==> config.mk <==
export PLATFORM = sky130hd
export DESIGN_NAME = m65_keyscan_serializer
export DESIGN_NICKNAME = d
export VERILOG_FILES = /design/src/rtl/m65_keyscan_serializer.sv
export SDC_FILE = /design/constraint.sdc
export NUM_CORES = 1
export LEC_CHECK = 0
export CORE_ASPECT_RATIO = 1.5
export CORE_MARGIN = 2
export CORE_UTILIZATION = 29
export DETAILED_ROUTE_END_ITERATION = 10
export PLACE_DENSITY = 0.52
export RECOVER_POWER = 100
export SETUP_SLACK_MARGIN = 0.5
export SKIP_CTS_REPAIR_TIMING = 1
export SLEW_MARGIN = 30
export SYNTH_ARGS = -nofsm -noshare
export SYNTH_HDL_FRONTEND = slang
export SYNTH_SLANG_ARGS = --single-unit
export TNS_END_PERCENT = 100
==> constraint.sdc <==
create_clock -name clk28mhz -period 14.8 [get_ports clk28mhz]
set_input_delay 2.96 -clock clk28mhz [delete_from_list [all_inputs] [get_ports clk28mhz]]
set_output_delay 2.96 -clock clk28mhz [all_outputs]
set_load 0.03 [all_outputs]
==> src/rtl/m65_keyscan_serializer.sv <==
// MEGA65 keyboard scanner: synchronises the parallel active-low key vector, debounces each key
// on its scan visit, and presents a rotating key_num / key_status_n stream to the ZX-Uno core.
module m65_keyscan_serializer #(
  parameter int unsigned NUM_KEYS = 80,
  parameter int unsigned DWELL    = 4,
  parameter int unsigned DEBOUNCE = 3
) (
  input  logic                clk28mhz,
  input  logic                reset,
  input  logic [NUM_KEYS-1:0] key_raw_n,
  output logic [6:0]          key_num,
  output logic                key_status_n,
  output logic                key_strobe,
  output logic                scan_wrap,
  output logic                any_pressed
);

  localparam int unsigned IdxW = (NUM_KEYS > 1) ? $clog2(NUM_KEYS) : 1;
  localparam int unsigned DwW  = $clog2(DWELL);

  localparam logic [IdxW-1:0] LastIdx   = IdxW'(NUM_KEYS - 1);
  localparam logic [DwW-1:0]  DwellLast = DwW'(DWELL - 1);
  localparam logic [1:0]      DebLast   = 2'(DEBOUNCE - 1);

  logic [NUM_KEYS-1:0] sync1_q;
  logic [NUM_KEYS-1:0] raw_s_q;
  logic [NUM_KEYS-1:0] stable_q, stable_d;
  logic [1:0]          cnt_q [NUM_KEYS];
  logic [DwW-1:0]      dwell_q, dwell_d;
  logic [IdxW-1:0]     idx_q, idx_d;
  logic                status_q, status_d;
  logic                strobe_q, wrap_q, any_q;

  logic       eval;
  logic       cur_raw, cur_stable, stable_new;
  logic [1:0] cur_cnt, cnt_new;

  assign eval       = (dwell_q == DwellLast);
  assign cur_raw    = raw_s_q[idx_q];
  assign cur_stable = stable_q[idx_q];
  assign cur_cnt    = cnt_q[idx_q];

  // Visit-based debounce: any visit agreeing with the committed state clears the count.
  always_comb begin
    cnt_new    = cur_cnt;
    stable_new = cur_stable;
    if (cur_raw == cur_stable) begin
      cnt_new = 2'd0;
    end else if (cur_cnt == DebLast) begin
      stable_new = cur_raw;
      cnt_new    = 2'd0;
    end else begin
      cnt_new = cur_cnt + 2'd1;
    end
  end

  always_comb begin
    stable_d = stable_q;
    idx_d    = idx_q;
    dwell_d  = dwell_q + DwW'(1);
    status_d = status_q;
    if (eval) begin
      stable_d[idx_q] = stable_new;
      idx_d           = (idx_q == LastIdx) ? '0 : idx_q + IdxW'(1);
      dwell_d         = '0;
      // idx_d never equals idx_q, so this reads the already-committed state of the next key.
      status_d        = stable_d[idx_d];
    end
  end

  always_ff @(posedge clk28mhz) begin
    if (reset) begin
      sync1_q  <= '1;
      raw_s_q  <= '1;
      stable_q <= '1;
      for (int k = 0; k < NUM_KEYS; k++) begin
        cnt_q[k] <= 2'd0;
      end
      dwell_q  <= '0;
      idx_q    <= '0;
      status_q <= 1'b1;
      strobe_q <= 1'b0;
      wrap_q   <= 1'b0;
      any_q    <= 1'b0;
    end else begin
      sync1_q  <= key_raw_n;
      raw_s_q  <= sync1_q;
      stable_q <= stable_d;
      if (eval) begin
        cnt_q[idx_q] <= cnt_new;
      end
      dwell_q  <= dwell_d;
      idx_q    <= idx_d;
      status_q <= status_d;
      strobe_q <= (dwell_d == '0);
      wrap_q   <= (dwell_d == '0) && (idx_d == '0);
      any_q    <= ~&stable_q;
    end
  end

  assign key_num      = 7'(idx_q);
  assign key_status_n = status_q;
  assign key_strobe   = strobe_q;
  assign scan_wrap    = wrap_q;
  assign any_pressed  = any_q;

endmodule
==> results of run 1 <==
==> sequential cells by signal, indices dropped and copies added (netlist names) <==
register / cells
any_pressed: 1
sync1_q: 80
raw_s_q: 80
dwell_q: 2
stable_q: 80
key_strobe: 1
scan_wrap: 1
cnt_q: 256
key_num: 7
key_status_n: 1
==> layout make-up <==
cell class                 instances  area [µm²]
clock buffer                      64        1344
clock inverter                    26       311.5
fill                            8480       56170
inverter                           9       33.78
multi-input combinational       1430       10390
sequential                       509       12760
tap                             1122        1404
timing repair buffer             153        1351
==> cell usage after synthesis (all sizes together), types with 5 or more instances <==
master and n:
a2111oi 144, a211oi 42, a21o 11, a21oi 107
a221oi 13, a22oi 16, a311oi 7, a31oi 8
a32oi 7, and2 7, and3 15, buf 94
clkbuf 146, dfxtp 253, edfxtp 256, inv 9
mux2 23, mux2i 32, mux4 78, nand2 241
nand2b 78, nand3 63, nand4 39, nor2 94
nor2b 14, nor3 14, nor3b 5, nor4 13
o21ai 37, o221ai 17, o22ai 11, o31ai 66
or2 162
==> worst max-delay path, delay by kind of cell, from the launching register on <==
kind / cells / cell delay [ns]
AOI/OAI and AO/OA: 3 / 0.93
and+or+nand+nor: 4 / 1.73
buffers and inverters: 3 / 5.56
DFF: 1 / 0.84
==> cell families after synthesis <==
kind of cell,count (synthesis),synth area share [%]
flip-flops,509,51.94
AO/OA/AOI/OAI,524,17.31
multiplexers,133,9.561
XOR/XNOR,5,0.1784
buffers and inverters,249,4.852
adder cells (fa/ha/maj),2,0.1019
AND/OR/NAND/NOR,766,16.05
==> power by group through the flow <==
stage	clock [mW]	combinational [mW]	sequential (mW)
final	1.31	0.407	1.55
after global routing	1.39	0.430	1.55
after CTS	1.34	0.444	1.54
after detailed placement	0	0.445	1.58
after global placement	0	0.433	1.57
after floorplan	0	0.308	1.57
==> how the worst max path moves through the flow <==
stage / endpoint / slack, ns / depth (start not counted)
floorplan: cnt_q[100][0] / 9.27 / 13
global placement: cnt_q[46][1] / 9.02 / 10
detailed placement: cnt_q[12][1] / 8.90 / 10
CTS: key_num[2] / 8.84 / 2
global route: cnt_q[46][0] / 4.40 / 10
finish: cnt_q[99][1] / 4.97 / 10
==> per-layer routing <==
layer / global-route usage, % / part of all wire [%]
met1: 19.61 / 36
met3: 2.350 / 5.5
met2: 31.91 / 52
met5: 0 / 0.017
met4: 9.889 / 6.0
==> stage by stage <==
stage          area [µm²]  power [mW]  cells
5_1_grt             27590       3.368   3313
2_1_floorplan       24550       1.878   2188
3_5_place_dp        26390       2.020   3222
6_report            27590       3.264   3313
4_1_cts             28050       3.332   3312
3_3_place_gp        26380       2.008   3222
==> results by group, run 1 <==
Status
  • Outcome: finished with violations
  • Failing checks: capacitance limit, slew limit

Power and ir drop
  • Sequential Power Share: 47.4%
  • Psw: 884.9 µW
  • Comb power frac: 12.5%
  • Clock power frac: 40.2%
  • Max VDD drop: 0.00009640 V
  • P_int: 2.379 mW
  • Leakage: 8.611 nW
  • Power Density: 118.3 mW/mm²
  • Switching share of power: 27.11%

CTS
  • Root buffer cell: clkbuf_16
  • Total CTS buffers: 48
  • CTS HTree Levels: 2
  • Skew-Pair Late Insertion Delay: 0.62 ns
  • Reg clk slew, reported paths: 0.07 ns
  • CTS tree: built
  • CTS sink cnt: 509
  • Max Root-Sink Buffers: 3

Worst setup path
  • Worst-path fanout max: 86
  • Critical Path Source Type: flip-flop
  • Worst Reg-to-Reg Cells: 10
  • CP peak stage delay: 2.63 ns
  • Crit Path Class: reg2reg
  • Critical path endpoint category: flip-flop
  • Crit path launch: key_num[2]
  • Slowest CP cell: clkbuf_1
  • Crit-path most repeated cell: clkbuf_1
  • Crit-path cells: clkbuf_1 > nor2_1 > a221o_1 > a221o_1 > nand4_1 > nand4_1 > or3b_2 > clkbuf_1 > a211oi_4 > clkbuf_1
  • R2r endpoint: cnt_q[99][1]
  • Crit path arrival time: 9.86 ns
  • R2R Path Start: key_num[2]
  • Reg2Reg Setup Slack: 4.97 ns
  • Worst Path Required: 14.84 ns

Global route
  • Gr ovfl total: 0
  • Number of global-route vias before repair: 18700
  • Largest net degree at the start of global routing: 127
  • Initial antenna violation count: 2
  • Global-route wire length before repair: 117300 µm
  • GR Util All Layers: 17.54%

Timing
  • Final Hold Viols: 0
  • WHS: 0.4013 ns
  • Setup TNS: 0 ns
  • Worst Slack Setup Final: 4.975 ns
  • F_max: 0.1018 GHz
  • Tmin final: 9.825 ns
  • Actual slew at the worst max-slew pin: 4.280 ns
  • Final setup fails: 0
  • Worst Skew: 0.02656 ns
  • Max_slew headroom: -185.3%
  • Slew Viols, Final: 660
  • RSZ-0062 raised after global routing: false
  • Fin crit share: 66.39%

Synth
  • Register area share after synthesis: 51.94%
  • Synth area leaders: edfxtp_1, dfxtp_1, mux4_2
  • Main synth FF type: edfxtp_1
  • FFs w/ async S/R, synth: 0%
  • Synthesized area: 0.02455 mm²
  • Share of the synthesized area in the top cell type: 31.31%
  • #FFs+latches synth: 509
  • Syn Inst Count: 2188
  • Post-synth EDFFs: 256
  • Cell variety after synth: 85
  • Syn Area/Cell: 11.22 µm²
  • Mapped Nets: 2272
  • Synth area leader: edfxtp_1
  • YS warnings: 0

Die
  • I/O pin total: 93
  • Core Box Area: 0.08377 mm²
  • Die H: 360.4 µm
  • Initial Util: 29.31%
  • Die area: 0.08705 mm²
  • Die width: 241.6 µm
  • # rows: 130

Routing
  • Number of remaining DRC errors: 0
  • Drt first pass iters: 5
  • Vias per Instance: 5.570
  • Final ANT Viol Nets: 0
  • Total vias in the final route: 18460
  • Avg WL per Cell: 23.73 µm
  • Total wire length: 78630 µm
  • Number of DRC markers in iteration 0: 1428

Hold path
  • Hold/Removal Path Class: reg2reg
  • Worst Hold Path Cells: 1
  • Hold Path Origin: sync1_q[29]
  • Hold Path End: raw_s_q[29]

Cells and area
  • Final core utilization: 32.94%
  • Most frequent cells in the layout: edfxtp_1, dfxtp_1, nand2_1
  • Commonest non-fill, non-tap cell in the layout: edfxtp_1
  • ANT cells: 0
  • Share of cells above drive strength 1: 19.26%
  • Layout area overhead: 12.39%
  • Nets@finish: 2235

Placement
  • GPL Wtd Cong: 0.9686
  • Port Buf Inserts: 92
  • Setup WS pre-CTS: 8.904 ns
  • DPL Wire Length: 50170 µm

Job
  • Max-cap violations: 12
Power figures use the tool's default switching activity.
==> run 2: changes to the inputs <==
==> constraint.sdc (replaced) <==
create_clock -name clk28mhz -period 9.3 [get_ports clk28mhz]
set_input_delay 1.86 -clock clk28mhz [delete_from_list [all_inputs] [get_ports clk28mhz]]
set_output_delay 1.86 -clock clk28mhz [all_outputs]
set_load 0.03 [all_outputs]
==> run 2 against run 1 <==
  * Sequential share of layout area fell by 0.33 points
  * Critical path depth shrank 6
  * Worst setup slack got worse by 2.6 ns
  * Flip-flop and latch count is the same
  * Hold slack gained 0.0037 ns
  * Register-to-register slack worse by 2.6 ns
  * Sequential power grew 58%
  * Clock skew fell by 0.0073 ns
  * Via count rose by 0.18%
  * Clock power increased by 72%
  * The run still ends with capacitance limit, slew limit left
  * Critical path type is now in2reg
  * Highest routed layer is now met4
==> results by group, run 2 (synthesized netlist as in run 1, its figures left out) <==
Status
  • Outcome: finished with violations (unchanged)
  • Failing checks: capacitance limit, slew limit (unchanged)

Worst setup path
  • Crit path arrival time: 7.21 ns (was 9.86 ns)
  • Critical Path Source Type: input pin (was flip-flop)
  • Worst-path fanout max: 91 (was 86)
  • Crit Path Class: in2reg (was reg2reg)
  • CP bufs+invs: 3 (unchanged)
  • Crit-path cells: clkbuf_1 > clkbuf_1 > buf_4 > nand2b_1 (was clkbuf_1 > nor2_1 > a221o_1 > a221o_1 > nand4_1 > nand4_1 > or3b_2 > clkbuf_1 > a211oi_4 > clkbuf_1)
  • Delay-heaviest family, CP: buffers and inverters (unchanged)
  • Worst Path Required: 9.62 ns (was 14.84 ns)
  • Slowest CP cell: clkbuf_1 (unchanged)
  • Crit-path most repeated cell: clkbuf_1 (unchanged)
  • Cell count along the critical path: 4 (was 10)
  • CP peak stage delay: 2.76 ns (was 2.63 ns)
  • Worst Reg-to-Reg Cells: 10 (unchanged)
  • Critical path endpoint category: flip-flop (unchanged)

CTS
  • CTS tree: built (unchanged)
  • Reg clk slew, reported paths: 0.06 ns (was 0.07 ns)
  • Skew-Pair Late Insertion Delay: 0.63 ns (was 0.62 ns)
  • CTS HTree Levels: 2 (unchanged)
  • Total CTS buffers: 50 (was 48)
  • CTS sink cnt: 509 (unchanged)
  • Root buffer cell: clkbuf_16 (unchanged)
  • Max Root-Sink Buffers: 3 (unchanged)

Die
  • Die width: 241.6 µm (unchanged)
  • Initial Util: 29.31% (unchanged)
  • Die area: 0.08705 mm² (unchanged)
  • # rows: 130 (unchanged)
  • Core Box Area: 0.08377 mm² (unchanged)
  • I/O pin total: 93 (unchanged)
  • Die H: 360.4 µm (unchanged)

Cells and area
  • Layout area overhead: 13.28% (was 12.39%)
  • Max reg flops: 256 (unchanged)
  • Share of cells above drive strength 1: 20.07% (was 19.26%)
  • Non-filler cells, final: 3319 (was 3313)
  • Commonest non-fill, non-tap cell in the layout: edfxtp_1 (unchanged)
  • Reg with most FFs: cnt_q (unchanged)
  • Most frequent cells in the layout: edfxtp_1, dfxtp_1, nand2_1 (unchanged)
  • ANT cells: 0 (unchanged)
  • Nets@finish: 2240 (was 2235)

Global route
  • Largest net degree at the start of global routing: 133 (was 127)
  • GR Util All Layers: 17.81% (was 17.54%)
  • Number of global-route vias before repair: 18910 (was 18700)
  • Initial antenna violation count: 0 (was 2)
  • Global-route wire length before repair: 119200 µm (was 117300 µm)
  • Gr ovfl total: 0 (unchanged)

Routing
  • Drt first pass iters: 6 (was 5)
  • Number of remaining DRC errors: 0 (unchanged)
  • Vias per Instance: 5.571 (was 5.570)
  • Top Layer Used: met4 (was met5)
  • Length of routed met2 wiring: 40690 µm (was 41000 µm)
  • Final ANT Viol Nets: 0 (unchanged)
  • Avg WL per Cell: 23.99 µm (was 23.73 µm)
  • Total vias in the final route: 18490 (was 18460)
  • Total wire length: 79620 µm (was 78630 µm)
  • Number of DRC markers in iteration 0: 1413 (was 1428)
  • Wire length on met1: 28680 µm (was 28640 µm)
  • Met3 wire len: 4528 µm (was 4295 µm)

Placement
  • GPL Wtd Cong: 0.9466 (was 0.9686)
  • Inst Count DP: 3224 (was 3222)
  • DPL Wire Length: 51760 µm (was 50170 µm)
  • Port Buf Inserts: 92 (unchanged)

Timing
  • Actual slew at the worst max-slew pin: 3.818 ns (was 4.280 ns)
  • Setup TNS: 0 ns (unchanged)
  • Final Hold Viols: 0 (unchanged)
  • Final setup fails: 0 (unchanged)
  • Fin crit share: 74.05%
  • Worst Skew: 0.01925 ns (was 0.02656 ns)
  • Slew Viols, Final: 246 (was 660)
  • Tmin final: 6.886 ns
  • Max_slew headroom: -154.5% (was -185.3%)
  • F_max: 0.1452 GHz
  • RSZ-0062 raised after global routing: false (unchanged)

Job
  • Max-cap violations: 7 (was 12)

Power and ir drop
  • Max VDD drop: 0.0001298 V (was 0.00009640 V)
  • Leakage: 8.753 nW (was 8.611 nW)
  • Power Density: 192.8 mW/mm² (was 118.3 mW/mm²)

Hold path
  • Worst Hold Path Cells: 1 (unchanged)
  • Hold/Removal Path Class: reg2reg (unchanged)
run 2: worst reg2reg max path, stage by stage, from the launching register on:
cell      delay [ns]
dfxtp_4         0.68
clkbuf_1        1.59
buf_4           0.79
mux4_2          0.63
mux2i_1         0.23
a32oi_1         0.15
and4_1          0.32
or4_1           0.60
a211oi_4        0.27
clkbuf_2        1.19
o31ai_1         0.26
run 2: area by class of cell:
type	count	area [µm²]
clock inverters	30	420.4
inverters	9	33.78
repair buffers	156	1405
flip-flops and latches	509	12760
fillers	8473	55960
multi-input cells	1430	10390
well taps	1122	1404
clock buffers	63	1391
run 2: worst paths after layout:
kind	slack, ns	endpoint	from
setup / recovery	2.41	cnt_q[17][1]	reset
hold / removal	0.41	raw_s_q[65]	sync1_q[65]
setup reg to reg	2.42	stable_q[14]	key_num[1]
hold reg to reg	0.41	raw_s_q[65]	sync1_q[65]
run 2: routing by layer:
metal  up-vias  GRT usage (%)
met5         -              0
met2       779          31.88
met4         0          11.87
met3       249          2.737
met1      9175          19.39
li1       8286              -
run 2: metrics by stage:
| stage | hold WS [ns] | cell area (µm²) | utilization (%) | power [mW] | setup slack (ns) |
|---|---|---|---|---|---|
| 2_1_floorplan | 0.3895 | 24550 | - | 2.988 | 3.769 |
| 3_3_place_gp | 0.3965 | 26360 | 31.47 | 3.200 | 3.250 |
| 3_5_place_dp | 0.3936 | 26420 | 31.53 | 3.221 | 3.070 |
| 4_1_cts | 0.4075 | 28230 | 33.70 | 5.467 | 3.079 |
| 5_1_grt | 0.4147 | 27810 | 33.20 | 5.528 | 1.870 |
| 6_report | 0.4050 | 27810 | 33.20 | 5.361 | 2.414 |
run 2: report_power, final:
part | internal (mW) | switching, mW
Sequential | 2.43 | 0.0207
Clock | 1.32 | 0.928
Combinational | 0.165 | 0.493
Total | 3.92 | 1.44
==> patch 1 (flow settings as in run 1) <==
Change the parameter `DWELL` from 4 to 2.
--- a/src/rtl/m65_keyscan_serializer.sv
+++ b/src/rtl/m65_keyscan_serializer.sv
@@ -3,5 +3,5 @@
 module m65_keyscan_serializer #(
   parameter int unsigned NUM_KEYS = 80,
-  parameter int unsigned DWELL    = 4,
+  parameter int unsigned DWELL    = 2,
   parameter int unsigned DEBOUNCE = 3
 ) (
Function: changed (Yosys sat finds a counterexample within 4 cycles, from zero or initial values and one cycle with reset high).
==> patch 1 against run 1 <==
The run still ends with capacitance limit, slew limit left. Via count decreased by 15%. Final cell count down 12%. Core utilization increased by 0.062 points. Clock skew up 0.0094 ns. Count of clock-buffer cells in the layout is the same. First-iteration DRC count decreased by 16%. Routed wire length down 15%. Worst setup slack gained 0.17 ns. Cell area fell by 7.8%. Synthesized area shrank 8.5%. Power shrank 1.6%. Critical endpoint is now stable_q[41]$_SDFFE_PP1P_. Sequential cell count is 1 lower.
==> patch 1: results <==
metrics = {
    "status": {
        "status": "finished with violations",
        "violations": "capacitance limit, slew limit",
    },
    "synth": {
        "synth.area.top_cells": "edfxtp_1, dfxtp_1, mux4_2, or2_2, o21ai_0",
        "synth_edf_count": 256,
        "synthArstFlopShare": 0,
        "yosysUniqueCellTypes": 74,
        "yosys-top-cells-count": "edfxtp_1, dfxtp_1, o21ai_0, or2_2, clkbuf_1",
        "yosysSeqAreaShare": 0.566,
        "synth_flop_cell": "edfxtp_1",
        "synth_nets": 1972,
        "yosysWarnings": 0,
    },
    "clock_network": {
        "clock_latency_ns": 0.63,
        "htreeDepth": 2,
        "clk_pin_slew_worst_paths_ns": 0.07,
        "cts.path.max_buffers": 3,
        "cts_root_buf": "clkbuf_16",
        "numCtsBuffers": 48,
    },
    "hold_path": {
        "hold_class": "reg2reg",
        "whs_path_depth": 1,
    },
    "timing": {
        "maxSlewHeadroom": -1.71,
        "finalSetupTns_ns": 0,
        "maxSlewViolCount": 786,
        "fin_skew_ns": 0.0360,
    },
    "place": {
        "dp_hpwl_mm": 43.8,
        "io_buffers": 92,
        "gp_congestion": 0.962,
    },
    "global_routing": {
        "antenna_found_initial": 0,
        "grt_util_all_layers": 0.166,
        "grt_pass1_wl_mm": 100,
        "grt.met1_usage": 0.180,
        "grt_pass1_vias": 15900,
        "grt.met3_usage": 0.0247,
        "grt_max_degree": 140,
        "grt_use_met2": 0.304,
    },
    "flow_run": {
        "maxCapViolCount": 16,
    },
    "setup_path": {
        "path_max_fanout": 68,
        "worstRegToRegCells": 12,
        "crit_arrival_ns": 10.11,
    },
    "drt": {
        "initialDrtViolationCount": 1198,
        "wl_met2_mm": 35.3,
        "routed-wl-met3_mm": 3.31,
        "vias_per_cell": 5.39,
        "drt-met1-wl_mm": 24.3,
        "dr.pass1.iters": 5,
        "wirelength_mm": 67.1,
        "routed.top_layer": "met4",
        "drc_errors": 0,
    },
    "pwr": {
        "p_sw_frac": 0.249,
        "power_leakage_nw": 8.18,
        "irDropWorstVdd_v": 0.0000801,
    },
    "finish": {
        "largest_reg_flops": 256,
        "diodes": 0,
        "regMostFlops": "cnt_q",
        "finish.net_count": 1956,
        "layout-drive-gt1-share": 0.202,
        "nFillCells": 7711,
    },
}
patch 1: cell count changes in the layout (fill, tap and decap cells not counted), sizes merged, moves of 58 or more:
cell,change
o31ai,-64
a21oi,-60
nor3,+164
o311ai,+58
a2111oi,-142
nand2,-171
nand2b,-67
o21ai,+126
patch 1: path summary, 6_finish.rpt:
kind | start | endpoint | slack [ns]
min reg2reg | sync1_q[43]$_SDFF_PP1_ | raw_s_q[43]$_SDFF_PP1_ | 0.39
max | key_num[2]$_SDFF_PP0_ | stable_q[41]$_SDFFE_PP1P_ | 5.14
min | sync1_q[43]$_SDFF_PP1_ | raw_s_q[43]$_SDFF_PP1_ | 0.39
max reg2reg | key_num[2]$_SDFF_PP0_ | stable_q[41]$_SDFFE_PP1P_ | 5.14
patch 1: cells by family after synthesis:
family                     Yosys count  share of synthesized area
DFF                                508                      0.566
AOI/OAI and AO/OA                  416                      0.119
muxes                              128                      0.105
and+or+nand+nor                    616                      0.159
adders and majority gates            1                   0.000557
buffers and inverters              214                     0.0474
xor gates and xnor gates             6                    0.00234
patch 1: power by group through the flow:
stage | Combinational (W) | Sequential [W] | Clock (W)
final | 0.000324 | 0.00155 | 0.00134
after global routing | 0.000347 | 0.00156 | 0.00142
after CTS | 0.000333 | 0.00155 | 0.00137
after detailed placement | 0.000332 | 0.00158 | 0
after global placement | 0.000330 | 0.00158 | 0
after floorplan | 0.000234 | 0.00157 | 0
patch 1: layout make-up:
class | count | area share
Sequential cell | 508 | 0.500
Clock inverter | 25 | 0.0123
Tap cell | 1016 | 0.0500
Clock buffer | 64 | 0.0557
Timing Repair Buffer | 139 | 0.0482
Inverter | 9 | 0.00138
Multi-Input combinational cell | 1167 | 0.332
patch 1: through the flow:
step | area [um^2] | worst slack [ns] | hold slack [ns] | instances | total power, W
after floorplan | 22500 | 10.13 | 0.389 | 1889 | 0.00181
after global placement | 24100 | 9.26 | 0.392 | 2839 | 0.00191
after detailed placement | 24100 | 9.20 | 0.392 | 2839 | 0.00191
after CTS | 25800 | 9.27 | 0.380 | 2928 | 0.00325
after global routing | 25400 | 4.77 | 0.408 | 2928 | 0.00332
final | 25400 | 5.14 | 0.387 | 2928 | 0.00321
patch 1: worst max-delay path, cell delays in order, from the launching register on:
cell and delay [ns]:
dfxtp_1 1.04, clkbuf_1 2.66, buf_4 0.87, mux4_2 0.41, o22ai_1 0.37, nor4_1 0.14, a22oi_1 0.33, nand2_1 0.14
nand2_1 0.18, mux2i_4 0.23, clkbuf_1 2.04, nor2b_1 0.83, a21oi_1 0.16
==> patch 2 (config.mk and constraints of run 1) <==
Without the edit above. Register the input `key_raw_n` before use, cleared by the reset. The logic sees it one clock later.
--- a/src/rtl/m65_keyscan_serializer.sv
+++ b/src/rtl/m65_keyscan_serializer.sv
@@ -22,4 +22,14 @@
   localparam logic [DwW-1:0]  DwellLast = DwW'(DWELL - 1);
   localparam logic [1:0]      DebLast   = 2'(DEBOUNCE - 1);
+
+  logic [NUM_KEYS-1:0] key_raw_n_q;
+
+  always_ff @(posedge clk28mhz) begin
+    if (reset) begin
+      key_raw_n_q <= '0;
+    end else begin
+      key_raw_n_q <= key_raw_n;
+    end
+  end
 
   logic [NUM_KEYS-1:0] sync1_q;
@@ -84,5 +94,5 @@
       any_q    <= 1'b0;
     end else begin
-      sync1_q  <= key_raw_n;
+      sync1_q  <= key_raw_n_q;
       raw_s_q  <= sync1_q;
       stable_q <= stable_d;
Formal check against the unedited RTL: same outputs for any inputs over 10 cycles, from zero or initial values and one cycle with reset high; that may be too few to reach the edited logic, so the function may still have changed.
==> patch 2 against run 1 <==
Sequential cell count grew 80. Power is 8.7% higher. Die area fell by 1.0%. Routed wire length decreased by 12%. Sequential share of layout area grew 4.8 points. Via count fell by 7.4%. Synthesized area fell by 1.0%. Cell area grew 2.1%. First-iteration DRC count up 16%. The run still ends with capacitance limit, slew limit left. Worst setup slack improved by 0.33 ns. Clock power grew 14%. Worst hold slack better by 0.0010 ns.
==> patch 2: results <==
metrics = {
    "status": {
        "status": "finished with violations",
        "violations": "capacitance limit, slew limit",
    },
    "drt": {
        "initialDrtViolationCount": 1661,
        "vias_per_cell": 5.13,
        "wirelength_mm": 69.2,
    },
    "place": {
        "place_area_um2": 26300,
        "gp_congestion": 0.925,
        "dp_hpwl_mm": 45.3,
    },
    "finish": {
        "nFillCells": 8341,
        "layout-drive-gt1-share": 0.194,
        "instances_no_fill": 3336,
        "finish.net_count": 2250,
    },
    "synth": {
        "synth_nets": 2236,
        "yosysUniqueCellTypes": 73,
        "synth_area_per_cell_um2": 11.3,
        "synth_flop_cell": "dfxtp_1",
        "synth.area.top_cells": "edfxtp_1, dfxtp_1, mux4_2, or2_2, nor2_1",
    },
    "setup_path": {
        "startpoint": "reset",
        "path_max_fanout": 127,
        "worstRegToRegCells": 11,
        "r2r_setup_slack_ns": 5.46,
        "crit_arrival_ns": 9.76,
        "r2r_start": "key_num[0]$_SDFF_PP0_",
    },
    "global_routing": {
        "grt_pass1_wl_mm": 104,
        "grt_pass1_vias": 17300,
        "grt_util_all_layers": 0.160,
        "grt_max_degree": 128,
    },
    "clock_network": {
        "numCtsBuffers": 56,
    },
    "timing": {
        "holdWs_ns": 0.402,
        "fin_skew_ns": 0.0268,
        "maxSlewViolCount": 503,
        "worstMarginPinSlew_ns": 4.38,
    },
    "pwr": {
        "powerDensity_nw_per_um2": 126,
        "p_sw_frac": 0.231,
        "irDropWorstVdd_v": 0.0000884,
        "power_leakage_nw": 9.59,
    },
    "flow_run": {
        "maxCapViolCount": 7,
    },
}
==> patch 2: cell count changes after synthesis, moves of 32 or more <==
cell              run 1  this run
nand3_1              63        99
a2111oi_2            60         0
o21ai_0              35       118
a211oi_1             40         8
nand2_1             239       199
nor2b_1              14        91
nor3_1               14        85
a21oi_1             107        20
a2111oi_0            76         1
o31ai_1              66         2
nor2_1               94       214
nand2b_1             78         3
dfxtp_1             253       333
==> patch 2: kinds of logic (layout without fill, tap and decap cells) <==
logic type | Yosys count | after routing | share of synthesized area
AOI/OAI and AO/OA | 274 | 274 | 0.0717
xor gates and xnor gates | 7 | 7 | 0.00252
DFF | 589 | 589 | 0.591
buffers and inverters | 199 | 261 | 0.0349
and+or+nand+nor | 941 | 941 | 0.191
muxes | 140 | 140 | 0.108
adders and majority gates | 2 | 2 | 0.00103
==> patch 2: final timing paths <==
| check | to |
|---|---|
| worst max-delay path | cnt_q[14][0]$_SDFFCE_PN0P_ |
| worst min-delay path | sync1_q[0]$_SDFF_PP1_ |
| worst max register to register | cnt_q[80][0]$_DFFE_PP_ |
| worst min register to register | sync1_q[0]$_SDFF_PP1_ |
==> patch 2: cell type report <==
type | instances | share of cell area
Clock inverter | 30 | 0.0118
Multi-Input combinational cell | 1364 | 0.325
Sequential cell | 589 | 0.510
Timing Repair Buffer | 141 | 0.0447
Inverter | 14 | 0.00195
Tap cell | 1122 | 0.0498
Clock buffer | 76 | 0.0568
==> patch 2: worst reg2reg max path, cell delays in order, from the launching register on <==
cell and delay (ns):
dfxtp_1 1.38, clkbuf_1 2.79, nor2_1 0.75, a22o_1 0.40, a222oi_1 0.32, o21ai_0 0.14, a2111oi_0 0.94, o311ai_0 0.46
xor2_1 0.41, nand3b_1 0.60, inv_1 0.46, buf_4 0.42
==> patch 2: power groups by stage <==
stage | clock network [W] | logic [W] | registers, W
2_1_floorplan | 0 | 0.000189 | 0.00181
3_3_place_gp | 0 | 0.000272 | 0.00181
3_5_place_dp | 0 | 0.000277 | 0.00181
4_1_cts | 0.00153 | 0.000277 | 0.00178
5_1_grt | 0.00159 | 0.000303 | 0.00178
6_report | 0.00149 | 0.000280 | 0.00178
==> patch 2: per-layer routing <==
layer | global-route usage | part of all wire | up-vias
met1 | 0.183 | 0.36 | 8419
met2 | 0.284 | 0.51 | 699
met3 | 0.0244 | 0.064 | 217
met5 | 0 | 0 | -
li1 | - | - | 7762
met4 | 0.0932 | 0.063 | 0
==> patch 2: stage by stage <==
step	total power [W]	setup slack, ns
finish	0.00355	5.31
global route	0.00367	4.24
CTS	0.00358	8.59
detailed placement	0.00209	8.42
global placement	0.00208	8.62
floorplan	0.00199	10.07
